`config.mk`:
```
export PLATFORM = sky130hd
export DESIGN_NAME = pipelined_addsub
export DESIGN_NICKNAME = d
export VERILOG_FILES = /design/src/rtl/alu_pkg.sv /design/src/rtl/addsub_chunk.sv /design/src/rtl/pipelined_addsub.sv
export SDC_FILE = /design/constraint.sdc
export NUM_CORES = 1
export LEC_CHECK = 0
export ABC_CLOCK_PERIOD_IN_PS = 21700
export CORE_AREA = 2 2 164 166
export DETAILED_ROUTE_END_ITERATION = 6
export DIE_AREA = 0 0 166 168
export SETUP_SLACK_MARGIN = 0.2
export SYNTH_ARGS = -nofsm -noshare
export SYNTH_HDL_FRONTEND = slang
export SYNTH_HIERARCHICAL = 1
export SYNTH_SLANG_ARGS = --single-unit
```
`constraint.sdc`:
```
create_clock -name clk -period 21.7 [get_ports clk]
set_input_delay 5.425 -clock clk [delete_from_list [all_inputs] [get_ports clk]]
set_output_delay 5.425 -clock clk [all_outputs]
set_load 0.02 [all_outputs]
```
`src/rtl/alu_pkg.sv`:
```
// ---------------------------------------------------------------------------
// alu_pkg
// Types and constants shared by the ALU datapath blocks.
//   alu_flags_t      : result flag bundle (overflow, zero, exception)
//   ALU_OP_ADD/SUB   : encodings for the invert_i_2 operation select
//   ALU_PARAM_CHECK  : elaboration-time check that WIDTH splits evenly into
//                      STAGES chunks (1 <= STAGES <= WIDTH)
// ---------------------------------------------------------------------------
`ifndef ALU_PKG_SV
`define ALU_PKG_SV

// Placed in a module body; stops elaboration when the chunking is impossible.
`define ALU_PARAM_CHECK(W, S) \
   if ((S) < 1 || (S) > (W) || ((W) % (S)) != 0) begin : gParamCheck \
      $error("pipelined_addsub: WIDTH must be a multiple of STAGES with 1 <= STAGES <= WIDTH"); \
   end

package alu_pkg;

   localparam logic ALU_OP_ADD = 1'b0;
   localparam logic ALU_OP_SUB = 1'b1;

   typedef struct packed {
      logic overflow;
      logic zero;
      logic exception;
   } alu_flags_t;

endpackage

`endif

```
`src/rtl/addsub_chunk.sv`:
```
// ---------------------------------------------------------------------------
// addsub_chunk
// One CW-bit slice of the pipelined adder: plain combinational add with a
// carry in and a carry out. Subtraction is handled upstream by inverting B
// and forcing the first carry-in high.
//   a_i, b_i  in  CW   operand slices (b_i already conditioned)
//   carry_i   in  1    carry into this slice
//   sum_o     out CW   slice sum
//   carry_o   out 1    carry out of this slice
// ---------------------------------------------------------------------------
module addsub_chunk #(
   parameter int CW = 8
) (
   input  logic [CW-1:0] a_i,
   input  logic [CW-1:0] b_i,
   input  logic          carry_i,
   output logic [CW-1:0] sum_o,
   output logic          carry_o
);

   // Widen by one bit so the carry out falls out of the same addition.
   assign {carry_o, sum_o} = {1'b0, a_i} + {1'b0, b_i} + {{CW{1'b0}}, carry_i};

endmodule

```
`src/rtl/pipelined_addsub.sv`:
```
// ---------------------------------------------------------------------------
// pipelined_addsub
// Pipelined WIDTH-bit add/subtract. The add is split into STAGES chunks of
// CW = WIDTH/STAGES bits; stage k adds chunk k using the carry left by stage
// k-1, so each stage only carries a CW-bit ripple. Valid/ready on both sides,
// one operation per clock when the output side keeps up.
//   clk, rst        clock, asynchronous active-high reset
//   i_valid/i_ready input handshake
//   i_1, i_2        operands A and B
//   invert_i_2      0: A + B, 1: A - B (travels with its operation)
//   o_valid/o_ready output handshake
//   o               result modulo 2^WIDTH
//   overflow_flag   add: carry out; sub: borrow (A < B unsigned)
//   zero_flag       o == 0
//   exception_flag  signed two's-complement overflow
// ---------------------------------------------------------------------------
module pipelined_addsub
   import alu_pkg::*;
#(
   parameter int WIDTH  = 32,
   parameter int STAGES = 4
) (
   input  logic             clk,
   input  logic             rst,
   input  logic             i_valid,
   output logic             i_ready,
   input  logic [WIDTH-1:0] i_1,
   input  logic [WIDTH-1:0] i_2,
   input  logic             invert_i_2,
   output logic             o_valid,
   input  logic             o_ready,
   output logic [WIDTH-1:0] o,
   output logic             overflow_flag,
   output logic             zero_flag,
   output logic             exception_flag
);

   localparam int CW = WIDTH / STAGES;

   `ALU_PARAM_CHECK(WIDTH, STAGES)

   logic [STAGES-1:0]            loadStage;
   logic [STAGES-1:0]            valid_q, valid_d;
   logic [STAGES-1:0]            invert_q, invert_d;
   logic [STAGES-1:0]            carry_q, carry_d;
   logic [STAGES-1:0][WIDTH-1:0] a_q, a_d;
   logic [STAGES-1:0][WIDTH-1:0] b_q, b_d;
   logic [STAGES-1:0][WIDTH-1:0] res_q, res_d;
   alu_flags_t                   flags_q, flags_d;

   logic [STAGES-1:0]            srcValid, srcInvert, srcCarry;
   logic [STAGES-1:0][WIDTH-1:0] srcA, srcB, srcRes;
   logic [STAGES-1:0][CW-1:0]    chunkSum;
   logic [STAGES-1:0]            chunkCarry;
   logic [WIDTH-1:0]             lastResult;

   // Ready chain, walked from the output back to the input. A stage may load
   // when it is empty or when its contents move on this edge, so an empty
   // stage still accepts while everything downstream is stalled.
   // i_ready is the stage 0 term and never looks at i_valid.
   always_comb begin
      loadStage = '0;
      loadStage[STAGES-1] = ~valid_q[STAGES-1] | o_ready;
      for (int k = STAGES - 2; k >= 0; k--) begin
         loadStage[k] = ~valid_q[k] | loadStage[k+1];
      end
   end

   // What each stage would capture: stage 0 takes the new operation (with B
   // conditioned and carry-in set for subtraction), later stages take the
   // register of the stage before them.
   always_comb begin
      srcValid  = '0;
      srcInvert = '0;
      srcCarry  = '0;
      srcA      = '0;
      srcB      = '0;
      srcRes    = '0;
      srcValid[0]  = i_valid;
      srcInvert[0] = invert_i_2;
      srcCarry[0]  = invert_i_2;
      srcA[0]      = i_1;
      srcB[0]      = invert_i_2 ? ~i_2 : i_2;
      for (int k = 1; k < STAGES; k++) begin
         srcValid[k]  = valid_q[k-1];
         srcInvert[k] = invert_q[k-1];
         srcCarry[k]  = carry_q[k-1];
         srcA[k]      = a_q[k-1];
         srcB[k]      = b_q[k-1];
         srcRes[k]    = res_q[k-1];
      end
   end

   for (genvar k = 0; k < STAGES; k++) begin : gChunk
      addsub_chunk #(
         .CW(CW)
      ) uChunk (
         .a_i     (srcA[k][k*CW +: CW]),
         .b_i     (srcB[k][k*CW +: CW]),
         .carry_i (srcCarry[k]),
         .sum_o   (chunkSum[k]),
         .carry_o (chunkCarry[k])
      );
   end

   // Next-state for every stage. The valid bit follows the load condition,
   // while data only moves when a real operation arrives, so a result held
   // at the output stays put across bubbles. The last stage also derives the
   // flags from the final carry and the sign bits of A, B' and the result.
   always_comb begin
      valid_d    = valid_q;
      invert_d   = invert_q;
      carry_d    = carry_q;
      a_d        = a_q;
      b_d        = b_q;
      res_d      = res_q;
      flags_d    = flags_q;
      lastResult = srcRes[STAGES-1];
      lastResult[(STAGES-1)*CW +: CW] = chunkSum[STAGES-1];
      for (int k = 0; k < STAGES; k++) begin
         if (loadStage[k]) begin
            valid_d[k] = srcValid[k];
         end
         if (loadStage[k] && srcValid[k]) begin
            invert_d[k] = srcInvert[k];
            carry_d[k]  = chunkCarry[k];
            a_d[k]      = srcA[k];
            b_d[k]      = srcB[k];
            res_d[k]    = srcRes[k];
            res_d[k][k*CW +: CW] = chunkSum[k];
         end
      end
      if (loadStage[STAGES-1] && srcValid[STAGES-1]) begin
         flags_d.overflow  = (srcInvert[STAGES-1] == ALU_OP_SUB) ? ~chunkCarry[STAGES-1]
                                                                 : chunkCarry[STAGES-1];
         flags_d.zero      = (lastResult == '0);
         flags_d.exception = (srcA[STAGES-1][WIDTH-1] == srcB[STAGES-1][WIDTH-1]) &&
                             (lastResult[WIDTH-1] != srcA[STAGES-1][WIDTH-1]);
      end
   end

   // Pipeline registers. Reset clears every stage, which throws away any
   // operation in flight.
   always_ff @(posedge clk or posedge rst) begin
      if (rst) begin
         valid_q  <= '0;
         invert_q <= '0;
         carry_q  <= '0;
         a_q      <= '0;
         b_q      <= '0;
         res_q    <= '0;
         flags_q  <= '0;
      end else begin
         valid_q  <= valid_d;
         invert_q <= invert_d;
         carry_q  <= carry_d;
         a_q      <= a_d;
         b_q      <= b_d;
         res_q    <= res_d;
         flags_q  <= flags_d;
      end
   end

   // Operand and carry copies in the last stage have no consumer because the
   // flags are produced on the way in; synthesis trims them.
   logic unusedLastStage;
   assign unusedLastStage = ^{a_q[STAGES-1], b_q[STAGES-1], invert_q[STAGES-1], carry_q[STAGES-1]};

   assign i_ready        = loadStage[0];
   assign o_valid        = valid_q[STAGES-1];
   assign o              = res_q[STAGES-1];
   assign overflow_flag  = flags_q.overflow;
   assign zero_flag      = flags_q.zero;
   assign exception_flag = flags_q.exception;

endmodule

```
==> results by group <==
STA
  – Slew Viols, Final: 0
  – Min Hold Slack: 489 ps
  – Fin Setup TNS: 0 ps
  – Max Clock Skew: 12.5 ps
  – Worst Tran Pin Value: 1130 ps
  – Final period util: 58.0%
  – Final Hold Fails: 0
  – Highest Clock Rate: 79.4 MHz
  – RSZ-0062 raised after global routing: no
  – Setup violations, final: 0
  – Tmin final: 12590 ps
  – Slew HR: 24.1%

Logic synthesis
  – EDFF count, synth: 0
  – Share of Yosys cell area claimed by the top area cell type: 52.7%
  – Synthesized area: 8980 µm²
  – Yosys cell types: 40
  – Area leader, netlist: dfrtp_1
  – Cells after Synth: 656
  – Warnings from Yosys: 6
  – Ys flop type: dfrtp_1
  – Synthesis-stage register bit count: 189
  – Syn_nets: 761
  – Synth top area cells: dfrtp_1, mux2_2, ha_1
  – FFs w/ async S/R, synth: 100%
  – Seq/Total Area, Yosys: 52.7%
  – Avg Cell Area, Syn: 13.7 µm²

Route
  – Drt wl/cell: 15.4 µm
  – Routed wire length: 16.8 mm
  – Via-to-Cell Ratio: 4.76
  – DRT Pass-1 Iters: 4
  – Antenna-violating nets left: 0
  – Routed vias: 5168
  – 1st-iter DRT viols: 245
  – Residual DRC count: 0

GRT
  – Gr usage total: 12.6%
  – Pin count of the biggest net entering global routing: 126
  – GR Util met2: 20.9%
  – GRT overflow: 0
  – Most Crowded Layer GR: met2
  – Vias in the first global route: 5271
  – GRT met3 Usage: 2.49%
  – Initial antenna violation count: 0
  – Grt met1 use: 16.4%
  – First-pass GRT wire length: 27.8 mm

Clocking
  – Post_cts resized: 0
  – CTS max path bufs: 2
  – Setup Buffers After CTS: 0
  – Root Driver: clkbuf_16
  – Clk Latency, worst-skew pair: 430 ps
  – H-tree depth: 4
  – # hold bufs at CTS: 0
  – Clock buffer count from CTS: 17
  – CTS tree: done
  – Clock Sinks: 189
  – Clock Pin Slew Worst Setup and Hold Paths: 70 ps

Floorplanning
  – Full die area: 27900 µm²
  – Initial Util: 34.1%
  – Die H: 168 µm
  – Die Wd: 166 µm
  – I/O pins: 106
  – Site Rows: 60
  – Core Area: 26400 µm²

Critical path
  – Crit path kind: primary input to output pin
  – CP arrival: 7160 ps
  – Worst setup EP type: output pin
  – Startpoint Class: primary input
  – CP required: 16270 ps
  – CP max FO: 4

Placed design
  – Cells after DPL: 1053
  – Post-DP HPWL: 11.4 mm
  – Port bufs: 105
  – RePlAce Congestion: 0.756

Final layout
  – Fraction of layout cells with a size suffix above 1: 28.4%
  – Synth-to-layout area growth: 19.7%
  – Final #Nets: 836
  – Fin cells: 1085
  – N_diodes: 0
  – Commonest non-fill, non-tap cell in the layout: dfrtp_1
  – Commonest non-fill, non-tap cells in the layout: dfrtp_1, mux2_2, clkdlybuf4s50_1, xor2_1, ha_1

Status
  – Status: completed

Pwr
  – PwrDens: 133 nW/µm²
  – Leakage Power: 4.49 nW
  – VDD IR max: 0.0689 mV

Flow run
  – Max-cap viol count: 0

Hold path
  – HP Class: flop to flop
-- routing by layer --
metal / up-vias / wire length (µm)
li1: 2466 / -
met4: 0 / 261
met5: - / 0
met1: 2612 / 7860
met3: 16 / 429
met2: 74 / 8210
-- final timing paths --
kind / startpoint / end / slack (ps) / depth (start not counted)
setup / recovery: o_ready / i_ready / 9110 / 4
hold / removal: a_q[20] / a_q[20] / 490 / 1
setup reg to reg: a_q[88] / zero_flag / 18890 / 8
hold reg to reg: a_q[20] / a_q[20] / 490 / 1
max in group asynchronous: rst / lastResult[17] / 14760 / 3
min in group asynchronous: rst / exception_flag / 5580 / 2
-- worst max-delay path, cell delays in order --
cell and delay [ps]:
clkdlybuf4s50_1 450, nand4b_1 320, or2_2 410, clkdlybuf4s50_1 550
-- per-stage QoR --
stage,util (%),setup slack (ps),area [µm²],power (mW)
2_1_floorplan,-,10260,8980,0.976
3_3_place_gp,38.4,9120,10100,1.10
3_5_place_dp,38.4,9140,10100,1.11
4_1_cts,40.8,9120,10700,1.45
5_1_grt,40.8,9030,10700,1.54
6_report,40.8,9110,10700,1.43
-- kinds of logic after synthesis --
family | share of synthesized area, %
compound gates | 4.71
xor+xnor | 4.78
fa+ha+maj | 5.69
buf+inv | 4.89
flops | 52.7
mux | 23.2
simple gates | 4.06
-- state kept, by name (all words and copies together), names as in the netlist --
name,flops
valid_q,4
o,32
a_q,48
zero_flag,1
b_q,48
res_q,24
lastResult,24
invert_q,3
overflow_flag,1
exception_flag,1
carry_q,3
-- cells in the mapped netlist, drive strengths merged (2+ instances only) --
master   number
dfrtp       189
mux2        183
buf          53
xor2         40
ha           28
a21oi        20
nand2        16
inv          15
nor4         12
xnor2         9
a21o          8
a311o         8
fa            8
nand3         8
o21ai         8
nor2b         7
nand2b        6
nor3          6
nand4         4
nor2          4
o21bai        4
nand3b        3
a2111oi       2
a221oi        2
mux2i         2
o211ai        2
o21a          2
o221a         2
-- area by class of cell --
| cell class | instances | area (µm²) |
|---|---|---|
| Tap cell | 341 | 427 |
| Sequential cell | 189 | 4730 |
| Timing Repair Buffer | 110 | 1080 |
| Multi-Input combinational cell | 398 | 3820 |
| Inverter | 15 | 63.8 |
| Fill cell | 2499 | 15600 |
| Clock buffer | 20 | 437 |
| Clock inverter | 12 | 185 |
-- report_power, final --
part	internal, mW	switching, mW
clock	0.195	0.139
combinational	0.285	0.247
sequential	0.484	0.0823
Note: power is estimated with default switching activity, not from simulation.
